$ cat config.mk
export PLATFORM = sky130hd
export DESIGN_NAME = network_ejector
export DESIGN_NICKNAME = d
export VERILOG_FILES = /design/src/rtl/network_ejector.sv
export SDC_FILE = /design/constraint.sdc
export NUM_CORES = 1
export LEC_CHECK = 0
export BUFFER_PORTS_ARGS = -buffer_cell sky130_fd_sc_hd__clkbuf_2
export CAP_MARGIN = 25
export CELL_PAD_IN_SITES_DETAIL_PLACEMENT = 1
export CELL_PAD_IN_SITES_GLOBAL_PLACEMENT = 1
export CORE_MARGIN = 2
export CORE_UTILIZATION = 52
export CTS_CLUSTER_SIZE = 16
export DETAILED_ROUTE_END_ITERATION = 10
export PLACE_DENSITY_LB_ADDON = 0.08
export RECOVER_POWER = 100
export SLEW_MARGIN = 20
export SYNTH_ARGS = -nofsm -noshare
export SYNTH_HDL_FRONTEND = slang
export SYNTH_SLANG_ARGS = --single-unit
$ cat constraint.sdc
create_clock -name clk_i -period 4.8 [get_ports clk_i]
set_input_delay 0.48 -clock clk_i [delete_from_list [all_inputs] [get_ports clk_i]]
set_output_delay 0.48 -clock clk_i [all_outputs]
set_load 0.01 [all_outputs]
$ cat src/rtl/network_ejector.sv
// network_ejector: buffers router flits in per-VC FIFOs and merges them with a
// local loop-back stream into one packet-atomic valid/ready transport stream.
module network_ejector #(
  parameter int unsigned NetworkIfFlitWidth               = 64,
  parameter int unsigned NetworkIfFlitTypeWidth           = 2,
  parameter int unsigned NetworkIfBroadcastWidth          = 1,
  parameter int unsigned NetworkIfVirtualNetworkIdWidth   = 2,
  parameter int unsigned NetworkIfVirtualChannelIdWidth   = 2,
  parameter int unsigned NetworkIfNumberOfVirtualChannels = 3,
  parameter int unsigned NetworkIfBufferDepth             = 4
) (
  input  logic                                        clk_i,
  input  logic                                        rst_i,
  input  logic                                        network_valid_i,
  output logic [NetworkIfNumberOfVirtualChannels-1:0] network_avail_o,
  input  logic [NetworkIfFlitWidth-1:0]               network_flit_i,
  input  logic [NetworkIfFlitTypeWidth-1:0]           network_flit_type_i,
  input  logic [NetworkIfBroadcastWidth-1:0]          network_broadcast_i,
  input  logic [NetworkIfVirtualChannelIdWidth-1:0]   network_virtual_channel_id_i,
  input  logic                                        local_valid_i,
  output logic                                        local_ready_o,
  input  logic [NetworkIfFlitWidth-1:0]               local_flit_i,
  input  logic [NetworkIfFlitTypeWidth-1:0]           local_flit_type_i,
  input  logic [NetworkIfBroadcastWidth-1:0]          local_broadcast_i,
  input  logic [NetworkIfVirtualNetworkIdWidth-1:0]   local_virtual_network_id_i,
  output logic                                        tlp_valid_o,
  input  logic                                        tlp_ready_i,
  output logic [NetworkIfFlitWidth-1:0]               tlp_flit_o,
  output logic [NetworkIfFlitTypeWidth-1:0]           tlp_flit_type_o,
  output logic [NetworkIfBroadcastWidth-1:0]          tlp_broadcast_o,
  output logic [NetworkIfVirtualChannelIdWidth-1:0]   tlp_virtual_channel_id_o,
  output logic                                        protocol_error_o
);

  localparam int unsigned FW     = NetworkIfFlitWidth;
  localparam int unsigned TW     = NetworkIfFlitTypeWidth;
  localparam int unsigned BW     = NetworkIfBroadcastWidth;
  localparam int unsigned VcW    = NetworkIfVirtualChannelIdWidth;
  localparam int unsigned NumVc  = NetworkIfNumberOfVirtualChannels;
  localparam int unsigned Depth  = NetworkIfBufferDepth;
  localparam int unsigned NumSrc = NumVc + 1;
  localparam int unsigned SrcW   = (NumSrc > 1) ? $clog2(NumSrc) : 1;
  localparam int unsigned AddrW  = $clog2(Depth);
  localparam int unsigned CntW   = AddrW + 1;

  localparam logic [SrcW-1:0] LocalSrc = SrcW'(NumVc);

  localparam logic [TW-1:0] FlitHeader     = TW'(0);
  localparam logic [TW-1:0] FlitBody       = TW'(1);
  localparam logic [TW-1:0] FlitTail       = TW'(2);
  localparam logic [TW-1:0] FlitHeaderTail = TW'(3);

  typedef enum logic {ArbUnlocked, ArbLocked} arb_state_e;

  function automatic logic is_header(input logic [TW-1:0] t);
    return (t == FlitHeader) || (t == FlitHeaderTail);
  endfunction

  // Per-VC ejection FIFOs
  logic [FW-1:0]    buf_flit_q [NumVc][Depth];
  logic [TW-1:0]    buf_type_q [NumVc][Depth];
  logic [BW-1:0]    buf_bc_q   [NumVc][Depth];
  logic [AddrW-1:0] wr_ptr_q   [NumVc];
  logic [AddrW-1:0] rd_ptr_q   [NumVc];
  logic [CntW-1:0]  count_q    [NumVc];
  logic [CntW-1:0]  count_d    [NumVc];
  logic [NumVc-1:0] avail_q, avail_d;
  logic [NumVc-1:0] wr_en, rd_en;
  logic             bad_ingress;

  // Unified view of all sources, LOCAL being the last index
  logic [NumSrc-1:0] src_req;
  logic [FW-1:0]     src_flit [NumSrc];
  logic [TW-1:0]     src_type [NumSrc];
  logic [BW-1:0]     src_bc   [NumSrc];
  logic [VcW-1:0]    src_vc   [NumSrc];

  arb_state_e        state_q, state_d;
  logic [SrcW-1:0]   lock_src_q, lock_src_d;
  logic [SrcW-1:0]   rr_ptr_q, rr_ptr_d;
  logic [SrcW-1:0]   hold_src_q, hold_src_d;
  logic              hold_q, hold_d;
  logic              err_q, err_d;
  logic [SrcW-1:0]   grant_src;
  logic              grant_valid;
  logic [TW-1:0]     grant_type;
  logic              xfer;
  logic              found;
  logic              lock_err;
  logic [NumSrc-1:0] drop;
  int unsigned       cand;

  always_comb begin
    wr_en       = '0;
    bad_ingress = 1'b0;
    found       = 1'b0;
    if (network_valid_i) begin
      for (int unsigned v = 0; v < NumVc; v++) begin
        if (network_virtual_channel_id_i == VcW'(v)) begin
          found = 1'b1;
          if (avail_q[v]) wr_en[v] = 1'b1;
          else            bad_ingress = 1'b1;
        end
      end
      if (!found) bad_ingress = 1'b1;
    end
  end

  always_ff @(posedge clk_i) begin
    for (int unsigned v = 0; v < NumVc; v++) begin
      if (wr_en[v]) begin
        buf_flit_q[v][wr_ptr_q[v]] <= network_flit_i;
        buf_type_q[v][wr_ptr_q[v]] <= network_flit_type_i;
        buf_bc_q[v][wr_ptr_q[v]]   <= network_broadcast_i;
      end
    end
  end

  always_comb begin
    avail_d = '0;
    for (int unsigned v = 0; v < NumVc; v++) begin
      count_d[v] = count_q[v];
      if (wr_en[v] && !rd_en[v])      count_d[v] = count_q[v] + CntW'(1);
      else if (!wr_en[v] && rd_en[v]) count_d[v] = count_q[v] - CntW'(1);
      avail_d[v] = (count_d[v] < CntW'(Depth));
    end
  end

  always_ff @(posedge clk_i or posedge rst_i) begin
    if (rst_i) begin
      for (int unsigned v = 0; v < NumVc; v++) begin
        wr_ptr_q[v] <= '0;
        rd_ptr_q[v] <= '0;
        count_q[v]  <= '0;
      end
      avail_q <= '1;
    end else begin
      for (int unsigned v = 0; v < NumVc; v++) begin
        if (wr_en[v]) wr_ptr_q[v] <= wr_ptr_q[v] + AddrW'(1);
        if (rd_en[v]) rd_ptr_q[v] <= rd_ptr_q[v] + AddrW'(1);
        count_q[v] <= count_d[v];
      end
      avail_q <= avail_d;
    end
  end

  always_comb begin
    src_req = '0;
    for (int unsigned v = 0; v < NumVc; v++) begin
      src_req[v]  = (count_q[v] != '0);
      src_flit[v] = buf_flit_q[v][rd_ptr_q[v]];
      src_type[v] = buf_type_q[v][rd_ptr_q[v]];
      src_bc[v]   = buf_bc_q[v][rd_ptr_q[v]];
      src_vc[v]   = VcW'(v);
    end
    src_req[NumVc]  = local_valid_i;
    src_flit[NumVc] = local_flit_i;
    src_type[NumVc] = local_flit_type_i;
    src_bc[NumVc]   = local_broadcast_i;
    src_vc[NumVc]   = VcW'(local_virtual_network_id_i);
  end

  always_comb begin
    state_d     = state_q;
    lock_src_d  = lock_src_q;
    rr_ptr_d    = rr_ptr_q;
    hold_d      = 1'b0;
    hold_src_d  = hold_src_q;
    grant_src   = '0;
    grant_valid = 1'b0;
    drop        = '0;
    lock_err    = 1'b0;
    cand        = 0;

    if (state_q == ArbLocked) begin
      grant_src   = lock_src_q;
      grant_valid = src_req[lock_src_q];
    end else if (hold_q) begin
      // A stalled grant is pinned so the presented flit cannot change under backpressure.
      grant_src   = hold_src_q;
      grant_valid = src_req[hold_src_q];
    end else begin
      for (int unsigned i = 0; i < NumSrc; i++) begin
        cand = 32'(rr_ptr_q) + i;
        if (cand >= NumSrc) cand = cand - NumSrc;
        if (!grant_valid && src_req[cand] && is_header(src_type[cand])) begin
          grant_valid = 1'b1;
          grant_src   = SrcW'(cand);
        end
      end
    end

    if (state_q == ArbUnlocked) begin
      for (int unsigned s = 0; s < NumSrc; s++) begin
        drop[s] = src_req[s] && !is_header(src_type[s]);
      end
    end

    grant_valid = grant_valid & ~rst_i;
    grant_type  = src_type[grant_src];
    xfer        = grant_valid & tlp_ready_i;

    if (state_q == ArbUnlocked) begin
      hold_d     = grant_valid & ~tlp_ready_i;
      hold_src_d = grant_src;
      if (xfer) begin
        rr_ptr_d = (grant_src == SrcW'(NumSrc - 1)) ? '0 : grant_src + SrcW'(1);
        if (grant_type == FlitHeader) begin
          state_d    = ArbLocked;
          lock_src_d = grant_src;
        end
      end
    end else if (xfer) begin
      if (grant_type == FlitTail || grant_type == FlitHeaderTail) state_d = ArbUnlocked;
      lock_err = is_header(grant_type);
    end

    err_d = err_q | bad_ingress | (|drop) | lock_err;
  end

  always_comb begin
    rd_en = '0;
    for (int unsigned v = 0; v < NumVc; v++) begin
      rd_en[v] = drop[v] | (xfer & (grant_src == SrcW'(v)));
    end
  end

  always_ff @(posedge clk_i or posedge rst_i) begin
    if (rst_i) begin
      state_q    <= ArbUnlocked;
      lock_src_q <= '0;
      rr_ptr_q   <= '0;
      hold_q     <= 1'b0;
      hold_src_q <= '0;
      err_q      <= 1'b0;
    end else begin
      state_q    <= state_d;
      lock_src_q <= lock_src_d;
      rr_ptr_q   <= rr_ptr_d;
      hold_q     <= hold_d;
      hold_src_q <= hold_src_d;
      err_q      <= err_d;
    end
  end

  assign network_avail_o          = avail_q;
  assign tlp_valid_o              = grant_valid;
  assign tlp_flit_o               = src_flit[grant_src];
  assign tlp_flit_type_o          = grant_type;
  assign tlp_broadcast_o          = src_bc[grant_src];
  assign tlp_virtual_channel_id_o = src_vc[grant_src];
  // A misplaced local body/tail is consumed (dropped) just like a FIFO head.
  assign local_ready_o            = ~rst_i & (((grant_src == LocalSrc) & tlp_ready_i) | drop[NumVc]);
  assign protocol_error_o         = err_q;

  logic unused_body_enc;
  assign unused_body_enc = ^FlitBody;

endmodule

==> flow_metrics.tcl, run 1 <==
set metrics [dict create \
    status "complete, but fails checks" \
    violations_in_the_final_reports "capacitance limit, slew limit" \
    rsz0062_at_grt "no" \
    post-synth-top-area-cell "sky130_fd_sc_hd__edfxtp_1" \
    postSynth.topFlopCell "sky130_fd_sc_hd__edfxtp_1" \
    setup-tns-final_ps 0 \
    synthMostInstantiatedCell "sky130_fd_sc_hd__edfxtp_1" \
    fin_nets 2201 \
    count_of_h_tree_levels_built_during_cts 3 \
    global_route.overflow_total 0 \
    routed_wl_um 80100 \
    timing.max_slew.rel_slack -0.946 \
    detail_route.iter0.violations 1347 \
    period_share 0.948 \
    finalHoldViolCount 0 \
    hold_ws_ps 63.3 \
    synth.yosys.seq_area_share 0.746 \
    cts.sinks 837 \
    post_synth_fa_ha_maj_area_fraction 0.0116 \
    number_of_buffers_between_clock_root_and_the_deepest_sink 3 \
    number_of_synthesized_flops_with_an_enable_pin 804 \
    route.vias.total 17600 \
    route.antenna.remaining_nets 0 \
    chipHeight_um 258 \
    grt_first_pass_wirelength_um 121000 \
    place_congestion 0.785 \
    floorplan.core_area_um2 64000 \
    grtUsageTotal 0.247 \
    worstPathArrival_ps 4070 \
    clock.fmax_mhz 220 \
    grt_max_degree 101 \
    cts_tree "yes" \
    post_synth_instance_area_um2 33500 \
    finalMaxSlewViolations 384 \
    synth_largest_type_area_fraction 0.721 \
    clock_skew_ps 20.5 \
    synth_simple_gate_area_frac 0.0558 \
    maxCapViolCount 14 \
    power_leakage_nw 12.8 \
    drt-vias-per-instance 5.97 \
    place.detailed.hpwl_um 46500 \
    worst-path-max-fanout 39 \
    synthCells 1770 \
    cts_buffers 86 \
    tightestPinTransition_ps 2920 \
    worst-setup-path-type "flip-flop to output pin" \
    power_per_cell_area_nw_per_um2 643 \
    remaining_drc_errors 0 \
    yosys-top-cells-area "sky130_fd_sc_hd__edfxtp_1 (72%), sky130_fd_sc_hd__mux4_2 (14%), sky130_fd_sc_hd__nand2_1 (3.2%)" \
    worst_setup_hold_path_clk_slew_ps 60 \
    critical_path.startpoint_type "flip-flop" \
    synth-compound-area-share 0.0223 \
    synth_area_per_cell_um2 18.9 \
    detailedRoute.firstPassIterationCount 5 \
    area_of_the_die_um2 66400 \
    cts_hold_buffers 0 \
    ys_ff_latch 837 \
    grt_antenna_before_repair 3 \
    multiplexer_area_fraction_after_synthesis 0.143 \
    dpl-instance-area_um2 35700 \
    synth.lib_cells_used.distinct 49 \
    design_area_um2 38300 \
    min_path_type "input port to asynchronous set/reset pin" \
    cts.repair.resized 0 \
    critical_path.endpoint_type "output pin" \
    worst_skew_pair.late_latency_ps 630 \
    layout-drive-gt1-share 0.225 \
    yosys_warnings 0 \
    mappedNetlistNets 1944 \
    async_reset_ff_frac 0.0394 \
    area_growth_syn_to_layout_pct 14.4 \
    setup_viol 0 \
    port-buffer-count 217 \
    synth_top_family_by_area "multiplexers" \
    fp-row-count 93 \
    floorplan.initialDensity 0.523 \
    cts-root-buf "sky130_fd_sc_hd__clkbuf_16" \
    average_wire_length_per_cell_after_detail_routing_um 27.2 \
    io_pins 218 \
    post_synth_xor_area_fraction 0.00654 \
    grt_pass1_vias 19200 \
    post_cts_buffers 0 \
    peakVddDrop_mv 0.519 \
    fin_crit_ps 4550 \
    die_w_um 258 \
    yosys-top-cells-count "sky130_fd_sc_hd__edfxtp_1 (804), sky130_fd_sc_hd__nand2_1 (282), sky130_fd_sc_hd__mux4_2 (206), sky130_fd_sc_hd__a31oi_1 (70), sky130_fd_sc_hd__and3_1 (67)" \
    crit_required_ps 4320 \
]
[critical path, stage by stage (launching register included)]
cell	delay, ps
sky130_fd_sc_hd__dfrtp_4	750
sky130_fd_sc_hd__mux4_2	450
sky130_fd_sc_hd__a21o_1	210
sky130_fd_sc_hd__a41oi_2	230
sky130_fd_sc_hd__a21oi_4	120
sky130_fd_sc_hd__inv_4	440
sky130_fd_sc_hd__clkbuf_2	410
sky130_fd_sc_hd__buf_4	290
sky130_fd_sc_hd__nand2_1	90
sky130_fd_sc_hd__a31oi_1	240
sky130_fd_sc_hd__clkbuf_1	180
[where the power goes]
group          internal (mW)  switching [mW]  total (mW)
Combinational           3.46            5.64        9.11
Clock                   3.96            2.75        6.71
Sequential              8.53           0.261        8.79
[worst paths after layout]
path                                         start                  to  slack (ps)  cells after the start
worst max register to register  network_avail_o[0]  buf_flit_q[0][146]         380                      3
min in group clk_i                     tlp_ready_i              hold_q          90                      2
max in group asynchronous                    rst_i         rd_ptr_q[2]        3080                      3
worst max-delay path                   rd_ptr_q[1]       tlp_flit_o[5]         250                     10
worst min-delay path                         rst_i          count_q[3]          60                      2
worst min register to register    protocol_error_o    protocol_error_o         490                      2
[layer usage]
layer / up-vias / track usage / part of all wire
met5: - / 0 / 0.00015
met4: 2 / 0.0801 / 0.028
met3: 133 / 0.0431 / 0.049
met2: 502 / 0.420 / 0.51
met1: 9415 / 0.327 / 0.41
li1: 7563 / - / -
[per-stage QoR]
stage	setup slack, ps	util	total power [mW]	cells
final	249	0.599	24.6	2949
after global routing	88.9	0.599	25.8	2949
after floorplan	1370	-	14.9	1770
after CTS	322	0.602	25.1	2942
after global placement	1050	0.557	18.1	2784
after detailed placement	911	0.558	18.4	2789
[state kept, by name, summed over array words and instances (netlist names), named ones only]
signal,flops
buf_type_q,24
rr_ptr_q,2
wr_ptr_q,6
protocol_error_o,1
buf_bc_q,12
count_q,6
lock_src_q,2
buf_flit_q,768
hold_q,1
state_q,1
hold_src_q,2
network_avail_o,3
rd_ptr_q,6
[layout make-up]
cell class / count / area (um^2)
fill: 5626 / 25700
sequential: 837 / 25000
multi-input combinational: 808 / 7990
clock buffer: 106 / 2270
timing repair buffer: 264 / 1280
tap: 855 / 1070
clock inverter: 47 / 574
inverter: 30 / 120
antenna: 2 / 5.00
[cell families (layout without fill, tap and decap cells)]
kind of cell,Yosys count,after routing
flops,837,837
simple gates,417,417
mux,218,218
buf+inv,125,447
compound gates,117,117
fa+ha+maj,31,31
xor+xnor,25,25
other cells,0,2
[cells in the final DEF (no fill, tap or decap), types with 5 or more instances in the layout]
master	count
sky130_fd_sc_hd__nor2_1	19
sky130_fd_sc_hd__nand2_1	282
sky130_fd_sc_hd__clkbuf_1	155
sky130_fd_sc_hd__xnor2_1	19
sky130_fd_sc_hd__dfrtp_4	6
sky130_fd_sc_hd__buf_12	6
sky130_fd_sc_hd__and3_1	67
sky130_fd_sc_hd__clkinv_1	14
sky130_fd_sc_hd__nand3_1	6
sky130_fd_sc_hd__and2_0	11
sky130_fd_sc_hd__nor2b_1	7
sky130_fd_sc_hd__and2_1	5
sky130_fd_sc_hd__clkinv_2	11
sky130_fd_sc_hd__bufinv_16	11
sky130_fd_sc_hd__a21oi_1	14
sky130_fd_sc_hd__clkbuf_16	87
sky130_fd_sc_hd__ha_1	31
sky130_fd_sc_hd__mux2i_1	7
sky130_fd_sc_hd__nand2b_1	8
sky130_fd_sc_hd__dfrtp_1	24
sky130_fd_sc_hd__clkbuf_2	101
sky130_fd_sc_hd__inv_1	28
sky130_fd_sc_hd__buf_4	17
sky130_fd_sc_hd__xor2_1	6
sky130_fd_sc_hd__edfxtp_1	804
sky130_fd_sc_hd__a31oi_1	70
sky130_fd_sc_hd__o21ai_0	12
sky130_fd_sc_hd__mux4_2	206
(Power assumes the default switching activity.)
==> inputs of run 2 (changes only) <==
--- a/config.mk
+++ b/config.mk
@@ -13,9 +13,11 @@
 export CORE_UTILIZATION = 52
 export CTS_CLUSTER_SIZE = 16
 export DETAILED_ROUTE_END_ITERATION = 10
+export MAX_ROUTING_LAYER = met4
 export PLACE_DENSITY_LB_ADDON = 0.08
 export RECOVER_POWER = 100
 export SLEW_MARGIN = 20
 export SYNTH_ARGS = -nofsm -noshare
 export SYNTH_HDL_FRONTEND = slang
 export SYNTH_SLANG_ARGS = --single-unit
+export TNS_END_PERCENT = 1
==> flow_metrics.tcl, run 2 (synthesis gave the netlist of run 1 again) <==
set metrics [dict create \
    timing.critical_path.cells "mux4_2 > a21o_1 > a41oi_2 > a21oi_4 > inv_4 > clkbuf_2 > buf_4 > nand2_1 > a31oi_1 > clkbuf_2" \
    routed_wl_um 79900 \
    finalMaxSlewViolations 404 \
    critical_path.startpoint_type "flip-flop" \
    critical_path.endpoint_type "output pin" \
    drt-vias-per-instance 5.95 \
    rsz0062_at_grt "no" \
    cts.sinks 837 \
    worst_setup_hold_path_clk_slew_ps 60 \
    tightestPinTransition_ps 2910 \
    worst-path-max-fanout 39 \
    min_path_type "input port to asynchronous set/reset pin" \
    area_of_the_die_um2 66400 \
    clock.fmax_mhz 220 \
    worst_skew_pair.late_latency_ps 630 \
    layout-drive-gt1-share 0.225 \
    cts_tree "yes" \
    place.detailed.hpwl_um 46500 \
    number_of_buffers_between_clock_root_and_the_deepest_sink 3 \
    r2r.worst_path.cells 4 \
    grt_antenna_before_repair 3 \
    count_of_h_tree_levels_built_during_cts 3 \
    timing.critical_path.slowest_stage_cell "sky130_fd_sc_hd__dfrtp_4" \
    grt_first_pass_wirelength_um 121000 \
    final_cell_mix "sky130_fd_sc_hd__edfxtp_1 (804), sky130_fd_sc_hd__nand2_1 (282), sky130_fd_sc_hd__mux4_2 (206)" \
    cell_seen_most_often_among_critical_path_stages "sky130_fd_sc_hd__clkbuf_2" \
    worst-setup-path-type "flip-flop to output pin" \
    grt_pass1_vias 19200 \
    detailedRoute.firstPassIterationCount 5 \
    place_congestion 0.796 \
    final_cell_count_no_fill 2950 \
    grt_max_degree 101 \
    area_growth_syn_to_layout_pct 14.4 \
    detail_route.iter0.violations 1339 \
    final_common_cell "sky130_fd_sc_hd__edfxtp_1" \
    dpl-instance-area_um2 35700 \
    clock_skew_ps 18.6 \
    delay_of_the_slowest_cell_on_the_worst_path_ps 760 \
    peakVddDrop_mv 0.521 \
    period_share 0.948 \
    post_cts_buffers 0 \
    worstPathArrival_ps 4070 \
    number_of_logic_stages_on_the_critical_path_including_buffering 10 \
    design_area_um2 38300 \
    port-buffer-count 217 \
    violations_in_the_final_reports "capacitance limit, slew limit" \
    timing.max_slew.rel_slack -0.938 \
    route.antenna.remaining_nets 0 \
    crit_buf_inv 4 \
    average_wire_length_per_cell_after_detail_routing_um 27.1 \
    fp-row-count 93 \
    flop2flop_setup_slack_ps 450 \
    hold_ws_ps 64.3 \
    grtUsageTotal 0.255 \
    floorplan.core_area_um2 64000 \
    floorplan.initialDensity 0.523 \
    die_w_um 258 \
    place_inst 2789 \
    route.vias.total 17600 \
    status "complete, but fails checks" \
    chipHeight_um 258 \
    finalHoldViolCount 0 \
    power_per_cell_area_nw_per_um2 643 \
    postLayoutSetupSlackWorst_ps 249 \
    cts-root-buf "sky130_fd_sc_hd__clkbuf_16" \
    cts_buffers 86 \
    setup_viol 0 \
    number_of_flip_flops_in_the_largest_register 768 \
    maxCapViolCount 14 \
    setup-tns-final_ps 0 \
    fin_crit_ps 4550 \
    global_route.overflow_total 0 \
    cts.repair.resized 0 \
    cts_hold_buffers 0 \
    pre_cts_ws_ps 911 \
    crit_required_ps 4320 \
    io_pins 218 \
    crit_family "buffers and inverters" \
    fin_nets 2201 \
    power_leakage_nw 12.8 \
    remaining_drc_errors 0 \
]
==> run 2: changes by cell type in the layout (fill, tap and decap cells not counted) <==
| cell | previous run | this run |
|---|---|---|
| sky130_fd_sc_hd__clkbuf_1 | 155 | 154 |
| sky130_fd_sc_hd__clkbuf_2 | 101 | 102 |
| sky130_fd_sc_hd__diode_2 | 2 | 3 |
==> run 2: metal layers <==
layer  up-vias  part of all wire  global-route usage
met2       477              0.51               0.420
met3       138             0.047              0.0435
met4         0             0.028              0.0800
met5         -                 0                   -
li1       7563                 -                   -
met1      9375              0.42               0.327
==> run 2: path summary, 6_finish.rpt <==
check / endpoint / startpoint
max in group asynchronous: rd_ptr_q[2] / rst_i
setup reg to reg: buf_flit_q[0][192] / network_avail_o[0]
hold / removal: count_q[3] / rst_i
setup / recovery: tlp_flit_o[5] / rd_ptr_q[1]
hold reg to reg: protocol_error_o / protocol_error_o
min in group clk_i: hold_q / tlp_ready_i
==> run 2: stage by stage <==
| stage | utilization | power [mW] |
|---|---|---|
| floorplan | - | 14.9 |
| finish | 0.599 | 24.6 |
| global placement | 0.557 | 18.1 |
| global route | 0.599 | 25.8 |
| detailed placement | 0.558 | 18.4 |
| CTS | 0.602 | 25.1 |
==> run 2: worst register-to-register path: stages, from the launching register on <==
cell and delay [ps]:
sky130_fd_sc_hd__dfstp_1 560, sky130_fd_sc_hd__and3b_1 440, sky130_fd_sc_hd__and2_0 1450, sky130_fd_sc_hd__clkbuf_2 1190, sky130_fd_sc_hd__buf_4 410
==> run 2: area by class of cell <==
cell class	instances	area (um^2)
Clock buffer	106	2270
Multi-Input combinational cell	808	7990
Sequential cell	837	25000
Timing Repair Buffer	264	1280
Fill cell	5626	25700
Antenna cell	3	7.51
Tap cell	855	1070
Inverter	30	120
Clock inverter	47	574
==> run 2: where the power goes <==
part	internal [mW]	switching [mW]	total, mW
Clock	3.96	2.75	6.71
Combinational	3.47	5.65	9.11
Sequential	8.53	0.262	8.79
